`config.mk`:
```
export PLATFORM = sky130hd
export DESIGN_NAME = rv32im_mem_arbiter
export DESIGN_NICKNAME = d
export VERILOG_FILES = /design/src/rtl/rv32im_mem_arbiter.sv
export SDC_FILE = /design/constraint.sdc
export NUM_CORES = 1
export LEC_CHECK = 0
export BUFFER_PORTS_ARGS = -buffer_cell sky130_fd_sc_hd__buf_4
export CORE_AREA = 2 2 149 93
export DETAILED_ROUTE_END_ITERATION = 8
export DIE_AREA = 0 0 151 95
export PLACE_DENSITY = 0.83
export RECOVER_POWER = 25
export SLEW_MARGIN = 20
export SYNTH_ARGS = -nofsm -noshare
export SYNTH_HDL_FRONTEND = slang
export SYNTH_SLANG_ARGS = --single-unit
```
`constraint.sdc`:
```
create_clock -name clk_i -period 5.2 [get_ports clk_i]
set_input_delay 0.26 -clock clk_i [delete_from_list [all_inputs] [get_ports clk_i]]
set_output_delay 0.26 -clock clk_i [all_outputs]
set_load 0.05 [all_outputs]
```
`src/rtl/rv32im_mem_arbiter.sv`:
```
// ---------------------------------------------------------------------------
// rv32im_mem_arbiter
//
// Shares one memory port between the instruction fetch unit (read-only) and
// the load/store unit (read/write with byte mask). The granted request is
// latched and presented to memory until it signals ready, or until the
// transaction has been busy for TIMEOUT_CYCLES cycles and is aborted.
// Completion is reported with a one-cycle ack pulse to the owner, together
// with err_o when the transaction was aborted.
//
// Ports:
//   clk_i, rst_i             clock (rising edge), async active-high reset
//   ifu_req_i/ifu_addr_i     IFU read request and word address
//   ifu_ack_o/ifu_rdata_o    IFU completion pulse and read data
//   lsu_req_i/lsu_we_i       LSU request, 1 = store / 0 = load
//   lsu_addr_i/lsu_wmask_i   LSU address and store byte mask
//   lsu_wdata_i              LSU store data (lane-aligned)
//   lsu_ack_o/lsu_rdata_o    LSU completion pulse and raw read word
//   err_o                    pulses with ack when the transaction timed out
//   mem_req_o .. mem_wdata_o memory request and latched request fields
//   mem_ready_i/mem_rdata_i  memory completion and read data
// ---------------------------------------------------------------------------
module rv32im_mem_arbiter #(
    parameter int ADDR_WIDTH     = 32,
    parameter int DATA_WIDTH     = 32,
    parameter int TIMEOUT_CYCLES = 64,
    parameter int TO_CNT_WIDTH   = 8
) (
    input  logic                  clk_i,
    input  logic                  rst_i,

    input  logic                  ifu_req_i,
    input  logic [ADDR_WIDTH-1:0] ifu_addr_i,
    output logic                  ifu_ack_o,
    output logic [DATA_WIDTH-1:0] ifu_rdata_o,

    input  logic                  lsu_req_i,
    input  logic                  lsu_we_i,
    input  logic [ADDR_WIDTH-1:0] lsu_addr_i,
    input  logic [3:0]            lsu_wmask_i,
    input  logic [DATA_WIDTH-1:0] lsu_wdata_i,
    output logic                  lsu_ack_o,
    output logic [DATA_WIDTH-1:0] lsu_rdata_o,

    output logic                  err_o,

    output logic                  mem_req_o,
    output logic                  mem_we_o,
    output logic [ADDR_WIDTH-1:0] mem_addr_o,
    output logic [3:0]            mem_wmask_o,
    output logic [DATA_WIDTH-1:0] mem_wdata_o,
    input  logic                  mem_ready_i,
    input  logic [DATA_WIDTH-1:0] mem_rdata_i
);

    typedef enum logic [1:0] {
        S_IDLE,
        S_BUSY,
        S_RESP
    } state_t;

    typedef enum logic {
        OWN_IFU,
        OWN_LSU
    } owner_t;

    localparam bit                    TO_EN   = (TIMEOUT_CYCLES != 0);
    localparam logic [TO_CNT_WIDTH-1:0] TO_LAST = TO_CNT_WIDTH'(TIMEOUT_CYCLES - 1);

    state_t                  state_q,      state_d;
    owner_t                  owner_q,      owner_d;
    owner_t                  last_grant_q, last_grant_d;
    logic [TO_CNT_WIDTH-1:0] cnt_q,        cnt_d;
    logic                    we_q,         we_d;
    logic [ADDR_WIDTH-1:0]   addr_q,       addr_d;
    logic [3:0]              wmask_q,      wmask_d;
    logic [DATA_WIDTH-1:0]   wdata_q,      wdata_d;
    logic [DATA_WIDTH-1:0]   ifu_rdata_q,  ifu_rdata_d;
    logic [DATA_WIDTH-1:0]   lsu_rdata_q,  lsu_rdata_d;
    logic                    err_q,        err_d;

    logic grant_lsu;
    logic timeout_hit;

    // Under contention the requester that did not win last time is served.
    assign grant_lsu   = lsu_req_i && (!ifu_req_i || (last_grant_q == OWN_IFU));
    assign timeout_hit = TO_EN && (cnt_q == TO_LAST);

    always_comb begin
        state_d      = state_q;
        owner_d      = owner_q;
        last_grant_d = last_grant_q;
        cnt_d        = cnt_q;
        we_d         = we_q;
        addr_d       = addr_q;
        wmask_d      = wmask_q;
        wdata_d      = wdata_q;
        ifu_rdata_d  = ifu_rdata_q;
        lsu_rdata_d  = lsu_rdata_q;
        err_d        = err_q;

        case (state_q)
            S_IDLE: begin
                if (ifu_req_i || lsu_req_i) begin
                    state_d = S_BUSY;
                    cnt_d   = '0;
                    if (grant_lsu) begin
                        owner_d = OWN_LSU;
                        addr_d  = lsu_addr_i;
                        we_d    = lsu_we_i;
                        wmask_d = lsu_we_i ? lsu_wmask_i : 4'b0000;
                        wdata_d = lsu_wdata_i;
                    end else begin
                        owner_d = OWN_IFU;
                        addr_d  = ifu_addr_i;
                        we_d    = 1'b0;
                        wmask_d = 4'b0000;
                        wdata_d = '0;
                    end
                end
            end

            S_BUSY: begin
                // Ready takes priority over a timeout firing in the same cycle.
                if (mem_ready_i) begin
                    state_d = S_RESP;
                    err_d   = 1'b0;
                    if (owner_q == OWN_IFU) begin
                        ifu_rdata_d = mem_rdata_i;
                    end else if (!we_q) begin
                        lsu_rdata_d = mem_rdata_i;
                    end
                end else begin
                    // Saturate rather than wrap, also when the timeout is disabled.
                    if (cnt_q != '1) begin
                        cnt_d = cnt_q + 1'b1;
                    end
                    if (timeout_hit) begin
                        state_d = S_RESP;
                        err_d   = 1'b1;
                        // Store completions never disturb the LSU read word.
                        if (owner_q == OWN_IFU) begin
                            ifu_rdata_d = '0;
                        end else if (!we_q) begin
                            lsu_rdata_d = '0;
                        end
                    end
                end
            end

            S_RESP: begin
                state_d      = S_IDLE;
                last_grant_d = owner_q;
            end

            default: begin
                state_d = S_IDLE;
            end
        endcase
    end

    always_ff @(posedge clk_i or posedge rst_i) begin
        if (rst_i) begin
            state_q      <= S_IDLE;
            owner_q      <= OWN_IFU;
            last_grant_q <= OWN_IFU;
            cnt_q        <= '0;
            we_q         <= 1'b0;
            addr_q       <= '0;
            wmask_q      <= 4'b0000;
            wdata_q      <= '0;
            ifu_rdata_q  <= '0;
            lsu_rdata_q  <= '0;
            err_q        <= 1'b0;
        end else begin
            state_q      <= state_d;
            owner_q      <= owner_d;
            last_grant_q <= last_grant_d;
            cnt_q        <= cnt_d;
            we_q         <= we_d;
            addr_q       <= addr_d;
            wmask_q      <= wmask_d;
            wdata_q      <= wdata_d;
            ifu_rdata_q  <= ifu_rdata_d;
            lsu_rdata_q  <= lsu_rdata_d;
            err_q        <= err_d;
        end
    end

    // Outputs decode directly from registered state so a reset drops the
    // memory request immediately.
    assign mem_req_o   = (state_q == S_BUSY);
    assign mem_we_o    = (state_q == S_BUSY) && we_q;
    assign mem_wmask_o = (state_q == S_BUSY) ? wmask_q : 4'b0000;
    assign mem_addr_o  = addr_q;
    assign mem_wdata_o = wdata_q;

    assign ifu_ack_o   = (state_q == S_RESP) && (owner_q == OWN_IFU);
    assign lsu_ack_o   = (state_q == S_RESP) && (owner_q == OWN_LSU);
    assign err_o       = (state_q == S_RESP) && err_q;
    assign ifu_rdata_o = ifu_rdata_q;
    assign lsu_rdata_o = lsu_rdata_q;

endmodule

```
==> key figures <==
Synthesis
  – Post-synth net total: about 590
  – Synth area leaders: dfrtp_1, a32o_1, mux2i_1
  – Post-synthesis sequential area ratio: a little over three fifths
  – Synth cell types: 37
  – Top FF cell, synth: dfrtp_1
  – Yosys warnings: 0
  – Area leader, netlist: dfrtp_1
  – FF+latch count, synth: around 150
  – Synth top area share: approximately 63%
  – Syn Std Cell Area: 5829 µm²
  – EDFF count, synth: 0
  – Synth Instances: 450
  – Syn avg cell area: ~13 µm²
  – Post-synthesis async set-or-reset flop share: 100.0%
  – Most common cell in the netlist: dfrtp_1
  – Post-synth top cells: dfrtp_1, a32o_1, nand2_1

CTS
  – Htree depth: 4
  – CTS buffer count: 17
  – Reg clk slew, reported paths: approximately 70 ps
  – CTS sink cnt: about 150
  – Post-CTS setup buffer count: 0
  – Clock Latency Late Sink: a little over 400 ps
  – PostCTS Resize Cnt: 0
  – Root buf cell: clkbuf_16
  – Clock Tree Buf Depth: 2
  – CTS tree: yes

Finish
  – Final net count: 848
  – # diodes: 0
  – Area grow syn2layout: 45.57%
  – Share of cells above drive strength 1: between 30% and 40%

Hold path
  – Min-delay worst type: input pin to flip-flop

Pwr
  – PwrDens: 798.1 nW/µm²
  – P_leak: between 4 and 5 nW
  – Total Power: a little under 7 mW
  – Worst vdd ir: around 490 µV

Global route
  – Vias in the first global route: between 4,000 and 5,000
  – Largest net degree at the start of global routing: 81
  – Total GRT Usage: 22.24%
  – First-pass GRT wire length: about 25,000 µm
  – Initial antenna violation count: 0
  – Grt total ovfl: 0

Routing
  – M1 wire length: about 6700 µm
  – Met3 Wirelength: about 1100 µm
  – Via/cell ratio: between 5 and 6
  – Routed Antenna Nets: 0
  – First-pass detailed-route iteration total: 4
  – # DRC: 0
  – DR WL/cell: around 18 µm
  – Uppermost layer routed: met4
  – 1st-iter DRT viols: 274
  – Vias: between 4,000 and 5,000
  – Routed wire length: 16,120 µm
  – Met2 wire len: around 8100 µm

Worst setup path
  – CP top delay family: simple AND/OR/NAND/NOR gates
  – CP Capture Type: flip-flop
  – CP Depth: 5
  – Buf+Inv Stages, Crit Path: 1
  – Critical Path Max Stage Delay: between 400 and 500 ps
  – Startpoint Class: flip-flop
  – CP Max Fanout: 33
  – R2R Setup Slk: between 2000 and 3000 ps
  – R2R Path End: lsu_rdata_o[22]$_DFFE_PP0P_
  – WS Path Type: flip-flop to flip-flop
  – Cells along the critical path: nand2b_1 -> nor3b_4 -> buf_4 -> nand2_2 -> a32o_1
  – Critical R2R Launch: state_q[1]$_DFFE_PP0P_
  – Worst path slowest cell: nand2_2
  – Cells on worst reg2reg path: 5
  – Critical path endpoint: lsu_rdata_o[22]$_DFFE_PP0P_
  – Crit path from: state_q[1]$_DFFE_PP0P_
  – CP Data Arrival Time: between 2000 and 3000 ps
  – CP Data Required Time: 5490 ps

STA
  – Final hold slack: 63.36 ps
  – Slew at the pin closest to its max-slew limit: 979.7 ps
  – Worst Clk Skew: about 13 ps
  – RSZ-0062 raised after global routing: no
  – TNS Setup: 0 ps
  – Max-slew violations: 0
  – Minimum clock period: approximately 2200 ps
  – Max Clk Rate: between 0.4 and 0.5 GHz
  – Final setup violation count: 0
  – Hold Violations, Final: 0
  – Slew HR: between 30% and 40%
  – Tcrit/Tclk final: 42.66%

Run status
  – Status: complete, no violations

Place
  – DP HPWL: 11,460 µm
  – Port bufs: approximately 270
  – Routability cong.: 0.8061

Floorplanning
  – Core outline area: approximately 13,000 µm²
  – Die Y: approximately 95 µm
  – Initial Utilization: between 40 and 50%
  – DIE AREA: between 10,000 and 15,000 µm²
  – Site Rows: 33
  – # IOs: between 200 and 300
  – Die width: roughly 150 µm

Job
  – # Max-Cap Violations: 0
[what timing repair did]
action                                 4_1_cts  5_1_grt
hold buffers                                 1        0
endpoints found under the hold margin       66        0
setup endpoints to repair                    0        0
[cell usage in the layout (no fill, tap or decap), drive strengths merged, types with 2 or more instances in the layout]
cell | netlist | final
and3 | 3 | 3
clkinvlp | 0 | 2
o21ai | 36 | 36
bufinv | 0 | 2
nor3 | 2 | 2
o31ai | 2 | 2
nor2 | 5 | 5
nand2 | 36 | 36
and2 | 11 | 11
inv | 2 | 8
a21o | 6 | 6
or2 | 2 | 2
nand4 | 2 | 2
mux2i | 33 | 33
a22o | 34 | 34
nand3 | 5 | 5
buf | 14 | 239
clkinv | 0 | 4
clkbuf | 27 | 59
a32o | 68 | 68
nor3b | 2 | 2
dfrtp | 146 | 146
[cells by family (layout without fill, tap and decap cells)]
family,Yosys count,after routing,share of synthesized area (%)
AO/OA/AOI/OAI,154,154,22.15
adder cells (fa/ha/maj),1,1,0.2146
buffers and inverters,43,315,3.048
flip-flops,146,146,62.67
multiplexers,34,34,5.860
AND/OR/NAND/NOR,72,72,6.053
[state kept, by name, indices dropped and copies added (netlist names), 2 cells and up]
| register | cells |
|---|---|
| lsu_rdata_o | 32 |
| cnt_q | 8 |
| mem_addr_o | 32 |
| mem_wdata_o | 32 |
| state_q | 2 |
| ifu_rdata_o | 32 |
| wmask_q | 4 |
[power by group]
group / switching, mW / internal, mW / leakage [nW]
clock: 0.497 / 0.737 / 0.295
combinational: 2.53 / 1.02 / 2.02
sequential: 0.329 / 1.66 / 1.85
[metrics by stage]
step	area (µm²)	setup slack, ps	cells	utilization (%)
finish	8486	2982	897	64.63
global route	8486	2783	897	64.63
CTS	8635	2621	897	65.76
detailed placement	8016	2644	864	61.05
global placement	8016	2804	864	61.05
floorplan	5829	1017	450	-
[layout make-up]
class | count | area, µm²
fill | 1052 | 4644
sequential | 146 | 3654
multi-input combinational | 261 | 2034
timing repair buffer | 281 | 1958
clock buffer | 18 | 439.2
tap | 175 | 219.0
clock inverter | 14 | 168.9
inverter | 2 | 12.51
[metal layers]
| metal | global-route usage, % | vias to the layer above |
|---|---|---|
| met5 | 0 | - |
| met4 | 8.100 | 0 |
| met3 | 5.024 | 15 |
| met2 | 37.05 | 204 |
| met1 | 28.81 | 2390 |
| li1 | - | 2237 |
[worst min path at each step]
stage | from | endpoint | depth (start not counted)
CTS | lsu_wdata_i[10] | mem_wdata_o[10]$_DFFE_PP0P_ | 2
detailed placement | rst_i | mem_wdata_o[6]$_DFFE_PP0P_ | 2
global route | lsu_wdata_i[12] | mem_wdata_o[12]$_DFFE_PP0P_ | 2
finish | lsu_wdata_i[10] | mem_wdata_o[10]$_DFFE_PP0P_ | 2
floorplan | lsu_wdata_i[0] | mem_wdata_o[0]$_DFFE_PP0P_ | 1
global placement | rst_i | mem_wdata_o[0]$_DFFE_PP0P_ | 2
No activity file was read; power rests on OpenSTA's default activity.
